### src/rtl/issue_slot_ctrl.sv
// Issue-queue slot controller: tracks per-entry valid/ready state and payload,
// allocates the lowest free slots to enqueue ports and offers the lowest ready entries on dequeue ports.
module issue_slot_ctrl #(
  parameter int Depth     = 8,
  parameter int EnqWidth  = 2,
  parameter int SelWidth  = 2,
  parameter int DataWidth = 32,
  parameter int PtrWidth  = $clog2(Depth)
) (
  input  logic                                clk,
  input  logic                                rst,
  input  logic                                flush_i,
  input  logic [EnqWidth-1:0]                 enq_vld_i,
  input  logic [EnqWidth-1:0][DataWidth-1:0]  enq_data_i,
  input  logic [EnqWidth-1:0]                 enq_wake_i,
  output logic [EnqWidth-1:0]                 enq_rdy_o,
  output logic [EnqWidth-1:0][PtrWidth-1:0]   enq_idx_o,
  input  logic [Depth-1:0]                    wakeup_mask_i,
  output logic [SelWidth-1:0]                 deq_vld_o,
  output logic [SelWidth-1:0][PtrWidth-1:0]   deq_idx_o,
  output logic [SelWidth-1:0][DataWidth-1:0]  deq_data_o,
  input  logic [SelWidth-1:0]                 deq_rdy_i,
  output logic [Depth-1:0]                    entry_vld_o,
  output logic [$clog2(Depth+1)-1:0]          free_cnt_o
);

  localparam int CntWidth = $clog2(Depth+1);

  logic [Depth-1:0]     vld_q, vld_d;
  logic [Depth-1:0]     rdy_q, rdy_d;
  logic [DataWidth-1:0] data_q [Depth];
  logic                 gate;

  assign gate        = rst | flush_i;
  assign entry_vld_o = vld_q;

  // Port i takes the i-th free slot; selection ignores other ports' requests.
  always_comb begin : enq_sel
    int seen;
    enq_rdy_o = '0;
    enq_idx_o = '0;
    for (int i = 0; i < EnqWidth; i++) begin
      seen = 0;
      for (int k = 0; k < Depth; k++) begin
        if (!vld_q[k]) begin
          if (seen == i && !gate) begin
            enq_rdy_o[i] = 1'b1;
            enq_idx_o[i] = PtrWidth'(k);
          end
          seen++;
        end
      end
    end
  end

  always_comb begin : deq_sel
    int seen;
    deq_vld_o  = '0;
    deq_idx_o  = '0;
    deq_data_o = '0;
    for (int j = 0; j < SelWidth; j++) begin
      seen = 0;
      for (int k = 0; k < Depth; k++) begin
        if (vld_q[k] && rdy_q[k]) begin
          if (seen == j && !gate) begin
            deq_vld_o[j]  = 1'b1;
            deq_idx_o[j]  = PtrWidth'(k);
            deq_data_o[j] = data_q[k];
          end
          seen++;
        end
      end
    end
  end

  always_comb begin : free_count
    logic [CntWidth-1:0] used;
    used = '0;
    for (int k = 0; k < Depth; k++) used = used + CntWidth'(vld_q[k]);
    free_cnt_o = CntWidth'(Depth) - used;
  end

  // Dequeue clears after wakeup so it wins; enqueue slots are free, so the wakeup mask cannot touch them.
  always_comb begin
    vld_d = vld_q;
    rdy_d = rdy_q | (wakeup_mask_i & vld_q);
    for (int j = 0; j < SelWidth; j++) begin
      if (deq_vld_o[j] && deq_rdy_i[j]) begin
        vld_d[deq_idx_o[j]] = 1'b0;
        rdy_d[deq_idx_o[j]] = 1'b0;
      end
    end
    for (int i = 0; i < EnqWidth; i++) begin
      if (enq_vld_i[i] && enq_rdy_o[i]) begin
        vld_d[enq_idx_o[i]] = 1'b1;
        rdy_d[enq_idx_o[i]] = enq_wake_i[i];
      end
    end
    if (flush_i) begin
      vld_d = '0;
      rdy_d = '0;
    end
  end

  always_ff @(posedge clk) begin
    if (rst) begin
      vld_q <= '0;
      rdy_q <= '0;
    end else begin
      vld_q <= vld_d;
      rdy_q <= rdy_d;
    end
  end

  always_ff @(posedge clk) begin
    for (int i = 0; i < EnqWidth; i++) begin
      if (enq_vld_i[i] && enq_rdy_o[i]) data_q[enq_idx_o[i]] <= enq_data_i[i];
    end
  end

endmodule

### config.mk
export PLATFORM = sky130hd
export DESIGN_NAME = issue_slot_ctrl
export DESIGN_NICKNAME = d
export VERILOG_FILES = /design/src/rtl/issue_slot_ctrl.sv
export SDC_FILE = /design/constraint.sdc
export NUM_CORES = 1
export LEC_CHECK = 0
export ABC_CLOCK_PERIOD_IN_PS = 13440
export BUFFER_PORTS_ARGS = -buffer_cell sky130_fd_sc_hd__buf_2
export CAP_MARGIN = 10
export CORE_ASPECT_RATIO = 0.6
export CORE_MARGIN = 2
export CORE_UTILIZATION = 50
export CTS_BUF_LIST = sky130_fd_sc_hd__clkbuf_4
export DETAILED_ROUTE_END_ITERATION = 8
export PLACE_DENSITY = 0.69
export SYNTH_ARGS = -nofsm -noshare
export SYNTH_HDL_FRONTEND = slang
export SYNTH_SLANG_ARGS = --single-unit
### constraint.sdc
create_clock -name clk -period 13.44 [get_ports clk]
set_clock_uncertainty 0.15 [all_clocks]
set_input_delay 1.344 -clock clk [delete_from_list [all_inputs] [get_ports clk]]
set_output_delay 1.344 -clock clk [all_outputs]
set_load 0.05 [all_outputs]
; Yosys cells after proc, flatten, opt, wreduce, memory -nomap -nowiden
; Memories as Yosys holds them, arrays and structs flattened.
; Index checks and enable logic that the tools add are counted.
[totals]
reg_bits = 16
mem_bits_rw = 256
elab_cells = 297
n_memories = 1
input_bits = 81
[op_classes]
n_lt_le_gt_ge = 8
n_reduce_logical = 60
muxes = 181
n_eq_ne = 14
addsub = 20
bitwise = 11
[memory_table]
columns = name, words, word_bits, read_ports, rd_clocked_by_memory_dff, wr, line
row1 = data_q, 8, 32, 8, 0, 2, 31  ; logic [DataWidth-1:0] data_q [Depth];
[ops]
columns = cell, n
row1 = 2-to-1 mux 32 bit, 42
row2 = "== test 32 x 2 -> 1 bit, second input constant", 14
row3 = zero test 32 bit, 14
row4 = "adder 32 x 2 -> 32 bit, second input constant", 12
row5 = 2-to-1 mux 3 bit, 48
row6 = 2-to-1 mux 1 bit, 77
row7 = 2-to-1 mux 8 bit, 8
row8 = logical AND 1 bit, 44
row9 = AND 8 bit, 5
row10 = OR 8 bit, 3
row11 = adder 4 x 1 -> 4 bit, 4
row12 = bitwise mux 8 bit, 2
row13 = "less-than comparator 3 x 4 -> 1 bit, second input constant", 4
row14 = inverter 8 bit, 2
row15 = demux 1 bit (select 3 bit), 4
row16 = ">= comparator 3 x 1 -> 1 bit, second input constant", 4
row17 = adder 3 x 1 -> 4 bit, 1
row18 = "subtractor 4 bit, first input constant", 1
row19 = adder 2 x 1 -> 3 bit, 1
row20 = adder 1 x 1 -> 2 bit, 1
row21 = OR reduction 2 bit, 1
row22 = zero test 1 bit, 1
row23 = OR 1 bit, 1

; Longest topological paths before layout
[logic_depth]
ltp_word = 31
depth_mapped = 27
ltp_nobuf = 25

; Least setup slack after synthesis
; No wires, ideal clock.
[synth_path]
path_type = reg-to-reg
startpoint = reg vld_q[0] (netlist: entry_vld_o[0])
endpoint = mem data_q[4][0], enable pin
path_stages_with_launch = 25
slack_ns = 5.317
arrival_ns = 7.500
synth_period_minus_slack_ns = 8.123
required_ns = 12.818
cell_sequence = dfxtp_1 buf_2 inv_1 ha_1 o21ai_0 inv_1 ha_1 nor2_1 a21oi_1 ha_1 nor2b_1 a21o_1 ha_1 a2bb2oi_1 a41o_1 inv_1 ha_1 nand2b_1 xnor2_1 xnor2_1 nand2_1 nor4_4 or3_1 buf_6 o31ai_1
[synth_lines]
columns = element, line
row1 = "start, declared", 29  ; logic [Depth-1:0] vld_q, vld_d;
row2 = "start signal, assigned", 110  ; vld_q <= vld_d;
row3 = "end, declared", 31

; Final worst setup path
[layout_path]
startpoint = reg vld_q[0] (netlist: entry_vld_o[0])
endpoint = out deq_vld_o[0]
[layout_between]
elab_chain_cells = 18
elab_cells_between_ends = 43
classes_between = 6 x add/sub / 22 x mux / 15 x reduce/logical
[layout_lines]
columns = element, line
row1 = logical AND 1 bit (*), 64  ; if (vld_q[k] && rdy_q[k]) begin
row2 = 2-to-1 mux 1 bit, 64
row3 = adder 32 x 2 -> 32 bit or zero test 32 bit (tied branches), "70, 65"
row4 = 2-to-1 mux 32 bit or logical AND 1 bit (tied branches), "64, 65"
row5 = "adder 32 x 2 -> 32 bit, or another cell as far along", 70  ; seen++;
row6 = "2-to-1 mux 32 bit, or another cell as far along", 64
row7 = "adder 32 x 2 -> 32 bit, or another cell as far along", 70
row8 = "2-to-1 mux 32 bit, or another cell as far along", 64
row9 = [2 not listed], -
row10 = "adder 32 x 2 -> 32 bit, or another cell as far along", 70
row11 = "2-to-1 mux 32 bit, or another cell as far along", 64
row12 = "adder 32 x 2 -> 32 bit, or another cell as far along", 70
row13 = "2-to-1 mux 32 bit, or another cell as far along", 64
row14 = zero test 32 bit or 2-to-1 mux 1 bit (tied branches), 65  ; if (seen == j && !gate) begin
row15 = logical AND 1 bit or 2-to-1 mux 1 bit (tied branches), "65, 64"
row16 = 2-to-1 mux 1 bit, 65
row17 = 2-to-1 mux 1 bit (*), 64
row18 = "end, declared", 19  ; output logic [SelWidth-1:0] deq_vld_o,
; Every way passes the cells marked *; elsewhere a longest branch is shown, timed or not.

==> flow_summary.toml <==
[grt]
antenna_found_initial = 11
grt_max_degree = 71
grt_pass1_wl_mm = 84.92
grt_use_total = 0.3113
grt_pass1_vias = 14140
gr-total-overflow = 0

[job]
drv_cap = 0

[logic_synthesis]
syn_area_mm2 = 0.01714
synth_ff_type = "edfxtp_1"
synth-seq-cells = 272
netlist_instances = 1592
synth_xor_area_frac = 0.01417
muxShareOfSynthArea = 0.1684
ys_warn_count = 0
async_flop_share = 0
synth.distinct_cells = 81
syn-num-nets = 1708
synth_top_family_by_area = "multiplexers"
yosysSeqAreaShare = 0.4673
synth-simple-area-share = 0.1180
synth_edf_count = 256
avgSynthCellArea_um2 = 10.76
yosys.area_share.adder = 0.02731
synth_compound_area_frac = 0.1576

[die]
dieArea_mm2 = 0.03582
coreArea_mm2 = 0.03370
pin_count = 173
dieHeight_um = 147.4
die_w_um = 243.0
rows = 52
start_util = 0.5084

[sta]
holdWs_ps = 426.2
hold_viol = 0
maxSlewHeadroom = 0.2862
drv_slew = 0
setup_ws_ps = 4514
finalSetupViolCount = 0
rsz0062_at_grt = "false"
fin_setup_tns_ps = 0
min_period_over_period = 0.6641
fin_crit_ps = 8926
tightest_slew_ps = 1071
fmax_ghz = 0.1120

[setup_path]
worstPathMaxFanout = 70
start_kind = "flip-flop"
worstSetupPathType = "reg -> out"
crit_required_ps = 11950
endpoint_kind = "output port"
arrival_ps = 7430

[placed_design]
place_congestion = 0.9107
place_ws_ps = 5487
dp_hpwl_mm = 32.88
io_buffers = 172
dp_cells = 2097

[detailed_routing]
routed_via_density = 6.511
drt_iter0_drc = 1658
ant_nets = 0
wirelength_mm = 56.10
wire_per_inst_um = 25.24
drc = 0
drtPass1Iterations = 7
vias = 14470

[pwr]
p_int_w = 0.001365
powerDensity_mw_per_mm2 = 95.46
p_clk_frac = 0.390
switching_power_w = 0.0004608
pwr-share-seq = 0.520
leakage_nw = 7.234
switching_share = 0.2524
p_comb_frac = 0.090
power_w = 0.001826
vdd_drop_max_mv = 0.04722

[cells_and_area]
final_cell_mix = "edfxtp_1, nor2_1, mux2_2"
final_cells = 2223
layout_commonest_cell = "edfxtp_1"
areaGrowthSynthToFinish_pct = 11.61
seqCellArea_mm2 = 0.008008
layout.nets = 1828
drive_gt1_frac = 0.3117
fillers = 2945
multi_input_area_mm2 = 0.008423

[clock_network]
cts_setup_buffers = 0
cts_resized = 0
clkTransAtPathRegs_ps = 70
clock-sinks = 272
h-tree-depth = 3
tritoncts.num_buffers = 71
cts-root-buf = "clkbuf_4"
cts_tree = "done"
clockBufferDepth = 3
clk_latency_ps = 760
cts-hold-fix-buffers = 0

[worst_hold_path]
hold_path.class = "reg -> reg"

[outcome]
status = "complete, no violations"
[power by group through the flow]
| stage | logic, W | registers, W | clock network [W] |
|---|---|---|---|
| CTS | 0.000162 | 0.000949 | 0.000720 |
| global placement | 0.000156 | 0.000967 | 0 |
| detailed placement | 0.000162 | 0.000968 | 0 |
| floorplan | 0.000108 | 0.000967 | 0 |
| finish | 0.000165 | 0.000949 | 0.000711 |
| global route | 0.000177 | 0.000950 | 0.000758 |
[synthesized netlist by cell type (3+ instances only)]
master,instances,area (µm²)
a211oi_1,35,262.8
a21o_1,4,30.03
a21oi_1,116,580.6
a221oi_1,34,297.8
a222oi_1,32,320.3
a22oi_1,4,30.03
a31oi_1,45,281.5
and2_1,7,43.79
and3_1,10,62.56
and4_1,5,43.79
buf_1,10,37.54
buf_2,22,110.1
buf_6,6,67.56
clkbuf_1,121,454.2
dfxtp_1,16,320.3
edfxtp_1,256,7687
fa_1,4,80.08
ha_1,31,387.9
inv_1,35,131.4
mux2_1,37,416.7
mux2_2,189,2128
mux2i_1,34,340.3
nand2_1,113,424.2
nand2b_1,6,37.54
nand3_1,22,110.1
nand4_1,11,68.82
nor2_1,200,750.7
nor2b_1,8,50.05
nor3_1,11,55.05
nor3b_1,3,22.52
nor4b_4,3,71.32
o211ai_1,34,255.2
o21ai_0,17,85.08
o21bai_1,3,22.52
o311ai_0,33,289.0
o32a_1,3,30.03
or4_1,4,30.03
xnor2_1,12,105.1
xnor2_2,3,48.80
xnor3_2,3,71.32
[registers in the layout, summed over array words and instances (netlist names)]
| register | cells |
|---|---|
| rdy_q | 8 |
| entry_vld_o | 8 |
| data_q | 256 |
[per-layer routing]
metal  vias to the layer above  GRT usage  wire length (µm)
met3                       118    0.07153              6408
met5                         -          0                27
met2                       917     0.4629             24260
met1                      7062     0.4486             24040
li1                       6373          -                 -
met4                         4     0.1080              1367
[critical path, cell delays in order (launching register included)]
cell	delay [ps]
dfxtp_1	630
nand2_1	230
ha_1	450
xnor2_1	260
inv_1	100
ha_1	290
nand2b_1	160
and2_1	190
ha_1	290
nand3_1	140
o21ai_0	160
ha_1	320
nand3_1	70
o21ai_0	100
a31oi_1	440
inv_1	90
ha_1	290
or2_2	310
or3_1	310
o32a_1	180
nand2_1	130
nand3_4	680
and2_1	470
nand4_1	90
buf_2	270
[cells by family (layout without fill, tap and decap cells)]
| family | count (synthesis) | in the layout |
|---|---|---|
| other cells | 0 | 9 |
| compound gates | 381 | 381 |
| buf+inv | 195 | 358 |
| xor+xnor | 20 | 20 |
| fa+ha+maj | 35 | 35 |
| flops | 272 | 272 |
| mux | 260 | 260 |
| simple gates | 429 | 429 |
[stage by stage]
stage,instance area [µm²],utilization
finish,19120,0.5675
global route,19110,0.5672
CTS,19090,0.5665
detailed placement,18250,0.5416
global placement,18250,0.5416
floorplan,17140,-
[final cells by class]
type,instances,share of cell area
clock buffer,100,0.03925
clock inverter,16,0.004580
timing repair buffer,207,0.05895
multi-input combinational,1125,0.4404
tap,459,0.03003
inverter,35,0.006869
antenna,9,0.001178
sequential,272,0.4187
[worst paths after layout]
path	startpoint	endpoint	slack, ps	cells after the start
min reg2reg	entry_vld_o[7]$_SDFF_PN0_	entry_vld_o[7]$_SDFF_PN0_	430	2
max	entry_vld_o[0]$_SDFF_PN0_	deq_vld_o[0]	4510	24
max reg2reg	entry_vld_o[0]$_SDFF_PN0_	data_q[6][16]$_DFFE_PP_	6100	25
min	entry_vld_o[7]$_SDFF_PN0_	entry_vld_o[7]$_SDFF_PN0_	430	2
Power figures use the tool's default switching activity.
